$ cat config.mk
export PLATFORM = sky130hd
export DESIGN_NAME = sample_play_ctrl
export DESIGN_NICKNAME = d
export VERILOG_FILES = /design/src/rtl/sample_play_ctrl.sv
export SDC_FILE = /design/constraint.sdc
export NUM_CORES = 1
export LEC_CHECK = 0
export CAP_MARGIN = 10
export CORE_AREA = 5 5 94 96
export DETAILED_ROUTE_END_ITERATION = 7
export DIE_AREA = 0 0 99 101
export MAX_ROUTING_LAYER = met4
export PLACE_DENSITY = 0.81
export SLEW_MARGIN = 5
export SYNTH_ARGS = -nofsm -noshare
export SYNTH_HDL_FRONTEND = slang
export SYNTH_SLANG_ARGS = --single-unit
export TNS_END_PERCENT = 5
$ cat constraint.sdc
create_clock -name i_clk -period 2.8 [get_ports i_clk]
set_clock_uncertainty 0.15 [all_clocks]
set_input_delay 0.56 -clock i_clk [delete_from_list [all_inputs] [get_ports i_clk]]
set_output_delay 0.56 -clock i_clk [all_outputs]
set_load 0.05 [all_outputs]
$ cat src/rtl/sample_play_ctrl.sv
// Playback sequencer for stereo sample ROMs: commanded play/stop, optional looping,
// one synchronous read per DIV-clock sample period, valid/ready output to the serializer.
module sample_play_ctrl #(
   parameter int ADDR_W = 19,
   parameter int DEPTH  = 384000,
   parameter int DIV    = 1250
) (
   input  logic              i_clk,
   input  logic              i_rst,
   input  logic              i_play,
   input  logic              i_stop,
   input  logic              i_loop,
   output logic [ADDR_W-1:0] o_mem_addr,
   output logic              o_mem_en,
   input  logic [15:0]       i_mem_left,
   input  logic [15:0]       i_mem_right,
   output logic [15:0]       o_left,
   output logic [15:0]       o_right,
   output logic              o_valid,
   input  logic              i_ready,
   output logic              o_busy,
   output logic              o_done,
   output logic              o_underrun
);

   localparam int DIV_W = $clog2(DIV);

   typedef enum logic [1:0] {
      S_IDLE = 2'd0,
      S_WAIT = 2'd1,
      S_REQ  = 2'd2,
      S_CAP  = 2'd3
   } state_t;

   state_t            state;
   state_t            state_nx;
   logic [DIV_W-1:0]  div_cnt;
   logic [DIV_W-1:0]  div_nx;
   logic [ADDR_W-1:0] addr;
   logic [ADDR_W-1:0] addr_nx;
   logic [ADDR_W-1:0] addr_inc;
   logic              end_flag;
   logic              end_nx;
   logic              tick;
   logic              at_last;
   logic              stall;
   logic              rd_nx;
   logic              cap;
   logic              done_nx;
   logic              und_nx;

   assign tick     = (state == S_WAIT) && (div_cnt == DIV_W'(DIV - 1));
   assign at_last  = (addr == ADDR_W'(DEPTH - 1));
   assign addr_inc = at_last ? {ADDR_W{1'b0}} : addr + ADDR_W'(1);
   assign stall    = o_valid && !i_ready;

   // Next-state, divider, address and one-cycle strobe decode
   always_comb begin
      state_nx = state;
      div_nx   = div_cnt;
      addr_nx  = addr;
      end_nx   = end_flag;
      rd_nx    = 1'b0;
      cap      = 1'b0;
      done_nx  = 1'b0;
      und_nx   = 1'b0;

      if (state != S_IDLE) begin
         div_nx = (div_cnt == DIV_W'(DIV - 1)) ? {DIV_W{1'b0}} : div_cnt + DIV_W'(1);
      end else begin
         div_nx = {DIV_W{1'b0}};
      end

      case (state)
         S_IDLE: begin
            if (i_play) begin
               state_nx = S_WAIT;
               end_nx   = 1'b0;
            end else begin
               state_nx = S_IDLE;
            end
         end
         S_WAIT: begin
            if (tick && stall) begin
               // Sample period missed: skip this address but keep the timeline running
               und_nx  = 1'b1;
               addr_nx = addr_inc;
               if (at_last && !i_loop) begin
                  state_nx = S_IDLE;
                  done_nx  = 1'b1;
               end else begin
                  state_nx = S_WAIT;
               end
            end else if (tick) begin
               state_nx = S_REQ;
               rd_nx    = 1'b1;
            end else begin
               state_nx = S_WAIT;
            end
         end
         S_REQ: begin
            state_nx = S_CAP;
            addr_nx  = addr_inc;
            if (at_last && !i_loop) begin
               end_nx = 1'b1;
            end else begin
               end_nx = end_flag;
            end
         end
         S_CAP: begin
            cap = 1'b1;
            if (end_flag) begin
               state_nx = S_IDLE;
               done_nx  = 1'b1;
            end else begin
               state_nx = S_WAIT;
            end
         end
         default: begin
            state_nx = S_IDLE;
         end
      endcase

      if (i_stop) begin
         state_nx = S_IDLE;
         end_nx   = 1'b0;
         rd_nx    = 1'b0;
         cap      = 1'b0;
         done_nx  = 1'b0;
         und_nx   = 1'b0;
      end else begin
         end_nx = end_nx;
      end

      // Anything that lands in IDLE restarts the timeline from zero
      if (state_nx == S_IDLE) begin
         div_nx  = {DIV_W{1'b0}};
         addr_nx = {ADDR_W{1'b0}};
      end else begin
         addr_nx = addr_nx;
      end
   end

   // State, counters and all registered outputs
   always_ff @(posedge i_clk) begin
      if (i_rst) begin
         state      <= S_IDLE;
         div_cnt    <= {DIV_W{1'b0}};
         addr       <= {ADDR_W{1'b0}};
         end_flag   <= 1'b0;
         o_mem_addr <= {ADDR_W{1'b0}};
         o_mem_en   <= 1'b0;
         o_left     <= 16'h0000;
         o_right    <= 16'h0000;
         o_valid    <= 1'b0;
         o_busy     <= 1'b0;
         o_done     <= 1'b0;
         o_underrun <= 1'b0;
      end else begin
         state      <= state_nx;
         div_cnt    <= div_nx;
         addr       <= addr_nx;
         end_flag   <= end_nx;
         o_mem_en   <= rd_nx;
         o_busy     <= (state_nx != S_IDLE);
         o_done     <= done_nx;
         o_underrun <= und_nx;
         if (rd_nx) begin
            o_mem_addr <= addr;
         end
         // A capture wins over acceptance so a new sample is never lost
         if (i_stop) begin
            o_valid <= 1'b0;
         end else if (cap) begin
            o_left  <= i_mem_left;
            o_right <= i_mem_right;
            o_valid <= 1'b1;
         end else if (o_valid && i_ready) begin
            o_valid <= 1'b0;
         end
      end
   end

endmodule
==> results of run 1 <==
## per-stage QoR
| stage | total power [W] | area (um2) |
|---|---|---|
| CTS | 0.00237 | 4970 |
| global placement | 0.00139 | 4740 |
| global route | 0.00244 | 4970 |
| finish | 0.00236 | 4970 |
| detailed placement | 0.00139 | 4740 |
| floorplan | 0.00133 | 3730 |
## placed cells by master, fill, tap and decap left out, types with 8 or more instances in the layout
master	count
nor3_1	15
nand2_1	118
o21ai_0	8
xor2_1	10
nand3_1	13
a21oi_1	67
clkbuf_8	10
clkdlybuf4s50_1	92
xnor2_1	9
nor2_1	21
dfxtp_1	89
inv_1	9
## worst max-delay path: stages
cell	delay, ns
clkdlybuf4s50_1	0.41
and3b_1	0.28
and4_1	0.37
nor2_1	0.23
or4_1	0.54
a21oi_1	0.15
## layer usage
metal / wire [um] / global-route usage [%]
met5: 0 / -
met4: 221 / 7.67
met3: 611 / 3.60
met2: 4860 / 32.6
met1: 4070 / 23.9
## power by group through the flow
stage	clock, W	combinational, W	sequential (W)
2_1_floorplan	0	0.0000334	0.00130
3_3_place_gp	0	0.0000931	0.00130
3_5_place_dp	0	0.0000951	0.00130
4_1_cts	0.00101	0.0000957	0.00127
5_1_grt	0.00107	0.000102	0.00127
6_report	0.000998	0.0000957	0.00127
## flip-flops by register name (all words and copies together) (netlist names), 2 cells and up
register	count
div_cnt	11
state	2
o_right	16
o_mem_addr	19
o_left	16
addr	19
## area by class of cell
type                    count  share of cell area (%)
clock buffers              10                    2.77
clock inverters             6                    1.81
inverters                   9                   0.679
multi-input cells         322                    36.3
flip-flops and latches     89                    35.8
well taps                 105                    2.64
repair buffers            100                    19.9
## worst max path at each step
stage                     startpoint  endpoint  slack [ns]  depth (start not counted)
final                        i_ready   addr[9]        0.40                          6
after global placement       i_ready   addr[7]        0.14                          6
after CTS                    i_ready   addr[9]        0.44                          6
after global routing         i_ready   addr[3]        0.27                          6
after detailed placement     i_ready   addr[9]        0.09                          6
after floorplan              o_valid   addr[7]        0.70                          8
## logic make-up after synthesis
kind of cell / share of synthesized area, %
fa+ha+maj: 1.01
xor+xnor: 4.46
flops: 47.7
buf+inv: 3.95
compound gates: 16.8
simple gates: 26.1
==> results.py, run 1 <==
metrics = {
    "worst_setup_path": {
        "reg2reg_slack_ns": 0.42,
        "critical_path_required_ns": 2.94,
        "critical_path.startpoint_type": "input pin",
        "r2r-end": "addr[9]",
        "path_class": "input pin to flip-flop",
        "crit_fanout": 12,
        "r2r_cells": 6,
        "r2r-start": "div_cnt[0]",
        "crit_path_end_kind": "flip-flop",
        "critPathArrivalTime_ns": 2.54,
    },
    "placement": {
        "placedCellCount": 625,
        "portBuffers": 93,
        "dp_slack_ns": 0.0925,
        "hpwlAfterDp_um": 6760,
        "gp_congestion": 0.917,
    },
    "drt": {
        "dr.pass1.iters": 5,
        "wirelength_um": 9760,
        "viasPerCell": 5.34,
        "drcViolationCount": 0,
        "antenna_left": 0,
        "drt-initial-drc-count": 160,
        "routedWlPerCell_um": 15.2,
        "via_count": 3421,
    },
    "die": {
        "die_area_um2": 10000,
        "rows": 33,
        "core-area_um2": 7970,
        "die_x_um": 99,
        "pin_count": 94,
        "die_y_um": 101,
        "start_util_pct": 46.9,
    },
    "global_routing": {
        "overflow": 0,
        "grt_max_degree": 52,
        "grt_pass1_vias": 3257,
        "grtUsageTotal_pct": 19.7,
        "grt_pass1_wl_um": 15600,
        "antenna_found_initial": 0,
    },
    "final_layout": {
        "n_fill_cell": 671,
        "fin_util_pct": 62.4,
        "final_nets": 572,
        "fin_cells": 641,
        "drive_gt1_share_pct": 8.21,
        "antenna_cells": 0,
        "register_area_um2": 1780,
        "syn_to_final_growth_pct": 33.2,
        "multi_input_comb_area_um2": 1810,
    },
    "clock_tree": {
        "max-clock-path-buffers": 2,
        "cts_tree": "built",
        "clock_latency_ns": 0.36,
        "post-cts-setup-buffers": 0,
        "numCtsBuffers": 9,
        "cts.hold.buffers_added": 0,
        "cts.clk_slew.worst_paths_ns": 0.09,
        "htree_levels": 3,
        "cts_sinks": 89,
        "cts_repair_resize_count": 0,
        "root_buffer": "clkbuf_8",
    },
    "synth": {
        "yosys_warnings": 0,
        "yosysTopAreaCell": "dfxtp_1",
        "ys_seq_area_share_pct": 47.7,
        "synth-edff-count": 0,
        "synth_seq_cells": 89,
        "yosys.cell_types.count": 48,
        "yosysMostFrequentCell": "nand2_1",
        "synth_common_cells": "nand2_1, dfxtp_1, a21oi_1",
        "synthArstFlopShare_pct": 0,
        "netlist.area_leader.share_pct": 47.7,
        "synth_top_flop_cell": "dfxtp_1",
        "synth_area_leaders": "dfxtp_1, nand2_1, a21oi_1",
        "synthCells": 444,
        "synth.avg_cell_area_um2": 8.41,
        "synth.cell_area_um2": 3730,
        "synth_fp_nets": 485,
    },
    "min_path": {
        "worst_hold_startpoint": "o_mem_addr[15]",
        "hold_path_depth": 2,
        "hp-class": "flip-flop to flip-flop",
        "whs_endpoint": "o_mem_addr[15]",
    },
    "power_and_ir_drop": {
        "cellInternalPower_w": 0.00185,
        "irDropWorstVdd_mv": 0.288,
        "clkPwrFrac_pct": 42.3,
        "power_frac_comb_pct": 4.1,
        "power_density_nw_per_um2": 475,
        "pwr-share-seq_pct": 53.7,
        "p_leak_nw": 1.53,
        "power.switching_w": 0.000511,
        "switching_share_pct": 21.6,
    },
    "timing": {
        "finalHoldViolCount": 0,
        "fin_hold_ws_ns": 0.306,
        "slew_violations": 0,
        "fmax_mhz": 417,
        "finalCriticalPeriod_ns": 2.40,
        "finalSetupViolations": 0,
        "slew_headroom_pct": 55.5,
        "tightest_slew_ns": 0.665,
        "setup_tns_ns": 0,
        "finalCritPeriodShare_pct": 85.6,
        "fin_ws_ns": 0.402,
        "rsz0062_at_grt": "no",
    },
    "flow_run": {
        "drv_cap": 0,
    },
    "status": {
        "outcome": "finished clean",
    },
}
Power figures use the tool's default switching activity.
==> run 2: changes to the inputs <==
--- a/config.mk
+++ b/config.mk
@@ -6,9 +6,9 @@
 export NUM_CORES = 1
 export LEC_CHECK = 0
 export CAP_MARGIN = 10
-export CORE_AREA = 5 5 94 96
+export CORE_AREA = 2 2 83 101
 export DETAILED_ROUTE_END_ITERATION = 7
-export DIE_AREA = 0 0 99 101
+export DIE_AREA = 0 0 85 103
 export MAX_ROUTING_LAYER = met4
 export PLACE_DENSITY = 0.81
 export SLEW_MARGIN = 5
==> run 2 against run 1 <==
- die area decreased by 12%
- final cell count decreased by 1.9%
- setup slack gained 0.10 ns
- non-clock buffer count shrank 1
- utilization shrank 0.40 points
- via count shrank 1.8%
- combinational power fell by 0.6%
- register-to-register slack improved by 0.12 ns
- critical path depth is the same
- sequential cell count unchanged
- highest routed layer unchanged
==> results.py, run 2 (synthesis results as in run 1) <==
metrics = {
    "worst_setup_path": {
        "cpMostUsedCell": "nor2_1",
        "path_class": "input pin to flip-flop",
        "critical_path.startpoint_type": "input pin",
        "crit_chain": "clkdlybuf4s50_1 -> and3b_1 -> and4_1 -> nor2_1 -> nor2_1 -> nor3_1",
        "r2r-start": "addr[17]",
        "slowest_delay_ns": 0.56,
        "path_delay_family": "simple AND/OR/NAND/NOR gates",
        "critical_path_required_ns": 2.94,
        "cp_slowest_cell": "nor2_1",
        "crit_fanout": 12,
        "r2r_cells": 5,
        "reg2reg_slack_ns": 0.54,
        "crit_path_end_kind": "flip-flop",
        "r2r-end": "div_cnt[3]",
        "critPathArrivalTime_ns": 2.44,
        "crit_buf_inv": 1,
    },
    "clock_tree": {
        "numCtsBuffers": 9,
        "root_buffer": "clkbuf_8",
        "cts.clk_slew.worst_paths_ns": 0.08,
        "cts_sinks": 89,
        "max-clock-path-buffers": 2,
        "post-cts-setup-buffers": 0,
        "cts.hold.buffers_added": 0,
        "cts_repair_resize_count": 0,
        "clock_latency_ns": 0.37,
        "htree_levels": 3,
        "cts_tree": "built",
    },
    "final_layout": {
        "layout_common_cells": "nand2_1, clkdlybuf4s50_1, dfxtp_1, a21oi_1, nor2_1",
        "antenna_cells": 0,
        "drive_gt1_share_pct": 7.49,
        "reg_top3": "addr: 19 flops, o_mem_addr: 19 flops",
        "syn_to_final_growth_pct": 30.9,
        "n_fill_cell": 677,
        "fin_util_pct": 62.0,
        "final_common_cell": "nand2_1",
        "final_nets": 571,
    },
    "power_and_ir_drop": {
        "power_density_nw_per_um2": 439,
        "p_leak_nw": 1.50,
        "power_w": 0.00214,
        "irDropWorstVdd_mv": 0.400,
    },
    "timing": {
        "slew_violations": 0,
        "fin_ws_ns": 0.507,
        "finalSetupViolations": 0,
        "rsz0062_at_grt": "no",
        "finalHoldViolCount": 0,
        "fmax_mhz": 436,
        "slew_headroom_pct": 54.4,
        "tightest_slew_ns": 0.681,
        "setup_tns_ns": 0,
        "finalCriticalPeriod_ns": 2.29,
        "finalCritPeriodShare_pct": 81.9,
    },
    "placement": {
        "dp_slack_ns": 0.100,
        "portBuffers": 93,
        "hpwlAfterDp_um": 6230,
        "gp_congestion": 0.942,
    },
    "drt": {
        "drcViolationCount": 0,
        "dr.pass1.iters": 4,
        "drt-initial-drc-count": 237,
        "wirelength_um": 8840,
        "antenna_left": 0,
        "routedWlPerCell_um": 14.0,
        "viasPerCell": 5.34,
        "via_count": 3361,
    },
    "global_routing": {
        "grt_pass1_vias": 3278,
        "overflow": 0,
        "antenna_found_initial": 0,
        "grt_pass1_wl_um": 15100,
        "grtUsageTotal_pct": 22.1,
        "grt_max_degree": 52,
    },
    "die": {
        "die_x_um": 85,
        "start_util_pct": 47.4,
        "rows": 36,
        "core-area_um2": 7880,
        "die_y_um": 103,
        "die_area_um2": 8760,
        "pin_count": 94,
    },
    "min_path": {
        "whs_endpoint": "o_mem_addr[14]",
        "hold_path_depth": 2,
        "hp-class": "flip-flop to flip-flop",
        "worst_hold_startpoint": "o_mem_addr[14]",
    },
    "status": {
        "outcome": "finished clean",
    },
    "flow_run": {
        "drv_cap": 0,
    },
}
==> run 2: cell count changes in the layout (fill, tap and decap cells not counted), sizes merged <==
cell	before	now
bufinv	2	0
clkbuf	10	12
inv	10	9
buf	8	7
==> run 2: worst max path at each step <==
stage | start | to | slack, ns | cells past startpoint
6_report | i_ready | addr[14] | 0.51 | 6
5_1_grt | i_ready | addr[11] | 0.27 | 6
4_1_cts | i_ready | addr[14] | 0.49 | 6
3_5_place_dp | i_ready | addr[14] | 0.10 | 6
3_3_place_gp | i_ready | addr[11] | 0.19 | 6
2_1_floorplan | o_valid | addr[7] | 0.70 | 8
==> run 2: through the flow <==
step	area, um2	instances	hold WS [ns]
after floorplan	3730	444	0.307
after global placement	4720	614	0.289
after detailed placement	4720	614	0.296
after CTS	4890	629	0.308
after global routing	4890	629	0.329
final	4890	629	0.305
==> run 2: layout make-up <==
type                            instances  area (um2)  area share, %
Multi-Input combinational cell        322        1810           37.0
Sequential cell                        89        1780           36.5
Timing Repair Buffer                   99         983           20.1
Clock buffer                           12         145           2.97
Tap cell                               95         119           2.43
Inverter                                9        33.8          0.691
Clock inverter                          3        17.5          0.358
==> run 2: worst min-delay path, stage by stage, from the launching register on <==
cell,delay (ns)
dfxtp_1,0.32
nand2_1,0.05
a21oi_1,0.05
==> run 2: where the power goes <==
part           internal, W  switching [W]
Clock             0.000340       0.000440
Combinational    0.0000550      0.0000401
Sequential         0.00127     0.00000249
Total              0.00166       0.000483
==> run 2: layer usage <==
layer / vias to the layer above / global-route usage, % / share of wire (%)
li1: 1693 / - / -
met1: 1554 / 26.4 / 44
met2: 104 / 34.3 / 47
met3: 10 / 8.49 / 8.0
met4: 0 / 7.57 / 1.4
met5: - / - / 0
==> run 3: changes to the inputs <==
--- a/config.mk
+++ b/config.mk
@@ -6,11 +6,11 @@
 export NUM_CORES = 1
 export LEC_CHECK = 0
 export CAP_MARGIN = 10
-export CORE_AREA = 2 2 83 101
+export CORE_AREA = 2 2 88 106
 export DETAILED_ROUTE_END_ITERATION = 7
-export DIE_AREA = 0 0 85 103
+export DIE_AREA = 0 0 90 108
 export MAX_ROUTING_LAYER = met4
-export PLACE_DENSITY = 0.81
+export PLACE_DENSITY = 0.77
 export SLEW_MARGIN = 5
 export SYNTH_ARGS = -nofsm -noshare
 export SYNTH_HDL_FRONTEND = slang
==> constraint.sdc (replaced) <==
create_clock -name i_clk -period 2 [get_ports i_clk]
set_clock_uncertainty 0.15 [all_clocks]
set_input_delay 0.4 -clock i_clk [delete_from_list [all_inputs] [get_ports i_clk]]
set_output_delay 0.4 -clock i_clk [all_outputs]
set_load 0.05 [all_outputs]
==> run 3 against run 2 <==
- sequential cell count unchanged
- final cell count up 11%
- via count increased by 6.7%
- combinational power grew 58%
- count of clock-buffer cells in the layout decreased by 1
- sequential share of layout area shrank 2.5 points
- sequential power is 39% higher
- the run now ends with setup timing left
- clock power up 53%
- worst hold slack is essentially flat
- total power grew 45%
==> results.py, run 3 (synthesis results as in run 1) <==
metrics = {
    "timing": {
        "rsz0062_at_grt": "yes",
        "fmax_mhz": 497,
        "slew_violations": 0,
        "finalCriticalPeriod_ns": 2.01,
        "slew_headroom_pct": 61.3,
        "finalSetupViolations": 1,
        "finalHoldViolCount": 0,
        "setup_tns_ns": -0.0138,
        "fin_ws_ns": -0.0138,
        "tightest_slew_ns": 0.579,
        "finalCritPeriodShare_pct": 101,
    },
    "power_and_ir_drop": {
        "p_leak_nw": 1.90,
        "power_w": 0.00312,
        "irDropWorstVdd_mv": 0.381,
        "power_density_nw_per_um2": 592,
    },
    "final_layout": {
        "layout_common_cells": "nand2_1, buf_4, dfxtp_1, a21oi_1, clkdlybuf4s50_1",
        "final_nets": 618,
        "fin_cells": 699,
        "final_common_cell": "nand2_1",
        "postLayoutCellArea_um2": 5270,
        "syn_to_final_growth_pct": 41.0,
        "antenna_cells": 0,
        "drive_gt1_share_pct": 26.8,
        "reg_top3": "addr: 19 flops, o_mem_addr: 19 flops",
    },
    "drt": {
        "via_count": 3585,
        "wirelength_um": 9740,
        "dr_wl_met2_um": 4760,
        "viasPerCell": 5.13,
        "drcViolationCount": 0,
        "wirelength_met1_um": 4180,
        "wl_met3_um": 578,
        "dr.max_layer_used": "met4",
        "drt-initial-drc-count": 174,
        "antenna_left": 0,
        "dr.pass1.iters": 7,
        "routedWlPerCell_um": 13.9,
    },
    "global_routing": {
        "antenna_found_initial": 0,
        "grt_pass1_wl_um": 16000,
        "grt_max_degree": 52,
        "grt_pass1_vias": 3597,
        "grtUsageTotal_pct": 21.0,
        "overflow": 0,
    },
    "die": {
        "start_util_pct": 43.4,
        "die_area_um2": 9720,
        "rows": 37,
        "die_y_um": 108,
        "core-area_um2": 8610,
        "die_x_um": 90,
        "pin_count": 94,
    },
    "clock_tree": {
        "max-clock-path-buffers": 2,
        "cts.hold.buffers_added": 0,
        "cts.clk_slew.worst_paths_ns": 0.08,
        "cts_tree": "built",
        "cts_sinks": 89,
        "clock_latency_ns": 0.36,
        "htree_levels": 3,
        "numCtsBuffers": 9,
        "root_buffer": "clkbuf_8",
    },
    "worst_setup_path": {
        "r2r-end": "div_cnt[8]",
        "critPathArrivalTime_ns": 2.10,
        "reg2reg_slack_ns": -0.01,
        "crit_fanout": 29,
        "r2r-start": "addr[13]",
        "critical_path_required_ns": 2.08,
        "critical_path.startpoint": "addr[13]",
        "critical_path.startpoint_type": "flip-flop",
        "crit_path_end_kind": "flip-flop",
        "r2r_cells": 6,
        "crit_end": "div_cnt[8]",
        "path_class": "flip-flop to flip-flop",
    },
    "flow_run": {
        "drv_cap": 0,
    },
    "placement": {
        "placedCellCount": 682,
        "gp_congestion": 0.861,
        "portBuffers": 93,
        "place_area_um2": 5020,
        "dp_slack_ns": -0.386,
        "hpwlAfterDp_um": 6990,
    },
    "status": {
        "violations": "setup timing",
        "outcome": "finished, violations left",
    },
    "min_path": {
        "hp-class": "flip-flop to flip-flop",
    },
}
[run 3: changes by cell type in the layout (fill, tap and decap cells not counted), sizes merged]
cell | before | now
clkdlybuf4s50 | 92 | 37
dlygate4sd2 | 0 | 1
clkinv | 2 | 3
bufinv | 0 | 1
buf | 7 | 108
clkbuf | 12 | 11
[run 3: through the flow]
stage	hold slack (ns)	utilization, %
global route	0.319	61.1
finish	0.305	61.1
floorplan	0.307	-
detailed placement	0.296	58.3
global placement	0.291	58.3
CTS	0.308	60.7
[run 3: area by class of cell]
cell class / count / area [um2]
clock buffer: 11 / 131
clock inverter: 5 / 56.3
fill: 772 / 3350
inverter: 9 / 33.8
multi-input combinational: 322 / 1860
sequential: 89 / 1790
tap: 117 / 146
timing repair buffer: 146 / 1250
[run 3: how the worst min path moves through the flow]
stage	start	cells after the start	end
after floorplan	addr[18]	2	o_mem_addr[18]
after global placement	o_mem_addr[0]	2	o_mem_addr[0]
after detailed placement	o_mem_addr[7]	2	o_mem_addr[7]
after CTS	o_mem_addr[7]	2	o_mem_addr[7]
after global routing	o_mem_addr[15]	2	o_mem_addr[15]
final	o_mem_addr[7]	2	o_mem_addr[7]
[run 3: what timing repair did]
item,in CTS,in global routing
setup buffers,0,1
pin swaps,1,5
gates resized for setup,8,10
setup endpoints to repair,24,33
[run 3: report_power, final]
part | internal [W] | total [W] | switching (W)
sequential | 0.00177 | 0.00177 | 0.000000745
combinational | 0.0000857 | 0.000150 | 0.0000647
clock | 0.000576 | 0.00119 | 0.000617
[run 3: worst max-delay path, stage by stage (launching register included)]
cell	delay, ns
dfxtp_2	0.33
or4b_4	0.54
nor3_4	0.19
nand4b_1	0.17
a2bb2oi_2	0.21
buf_12	0.20
nor3_1	0.09
[run 3: per-layer routing]
layer	global-route usage [%]	up-vias
met5	-	-
met4	9.67	0
met3	6.41	20
met2	34.3	116
met1	23.7	1673
li1	-	1776
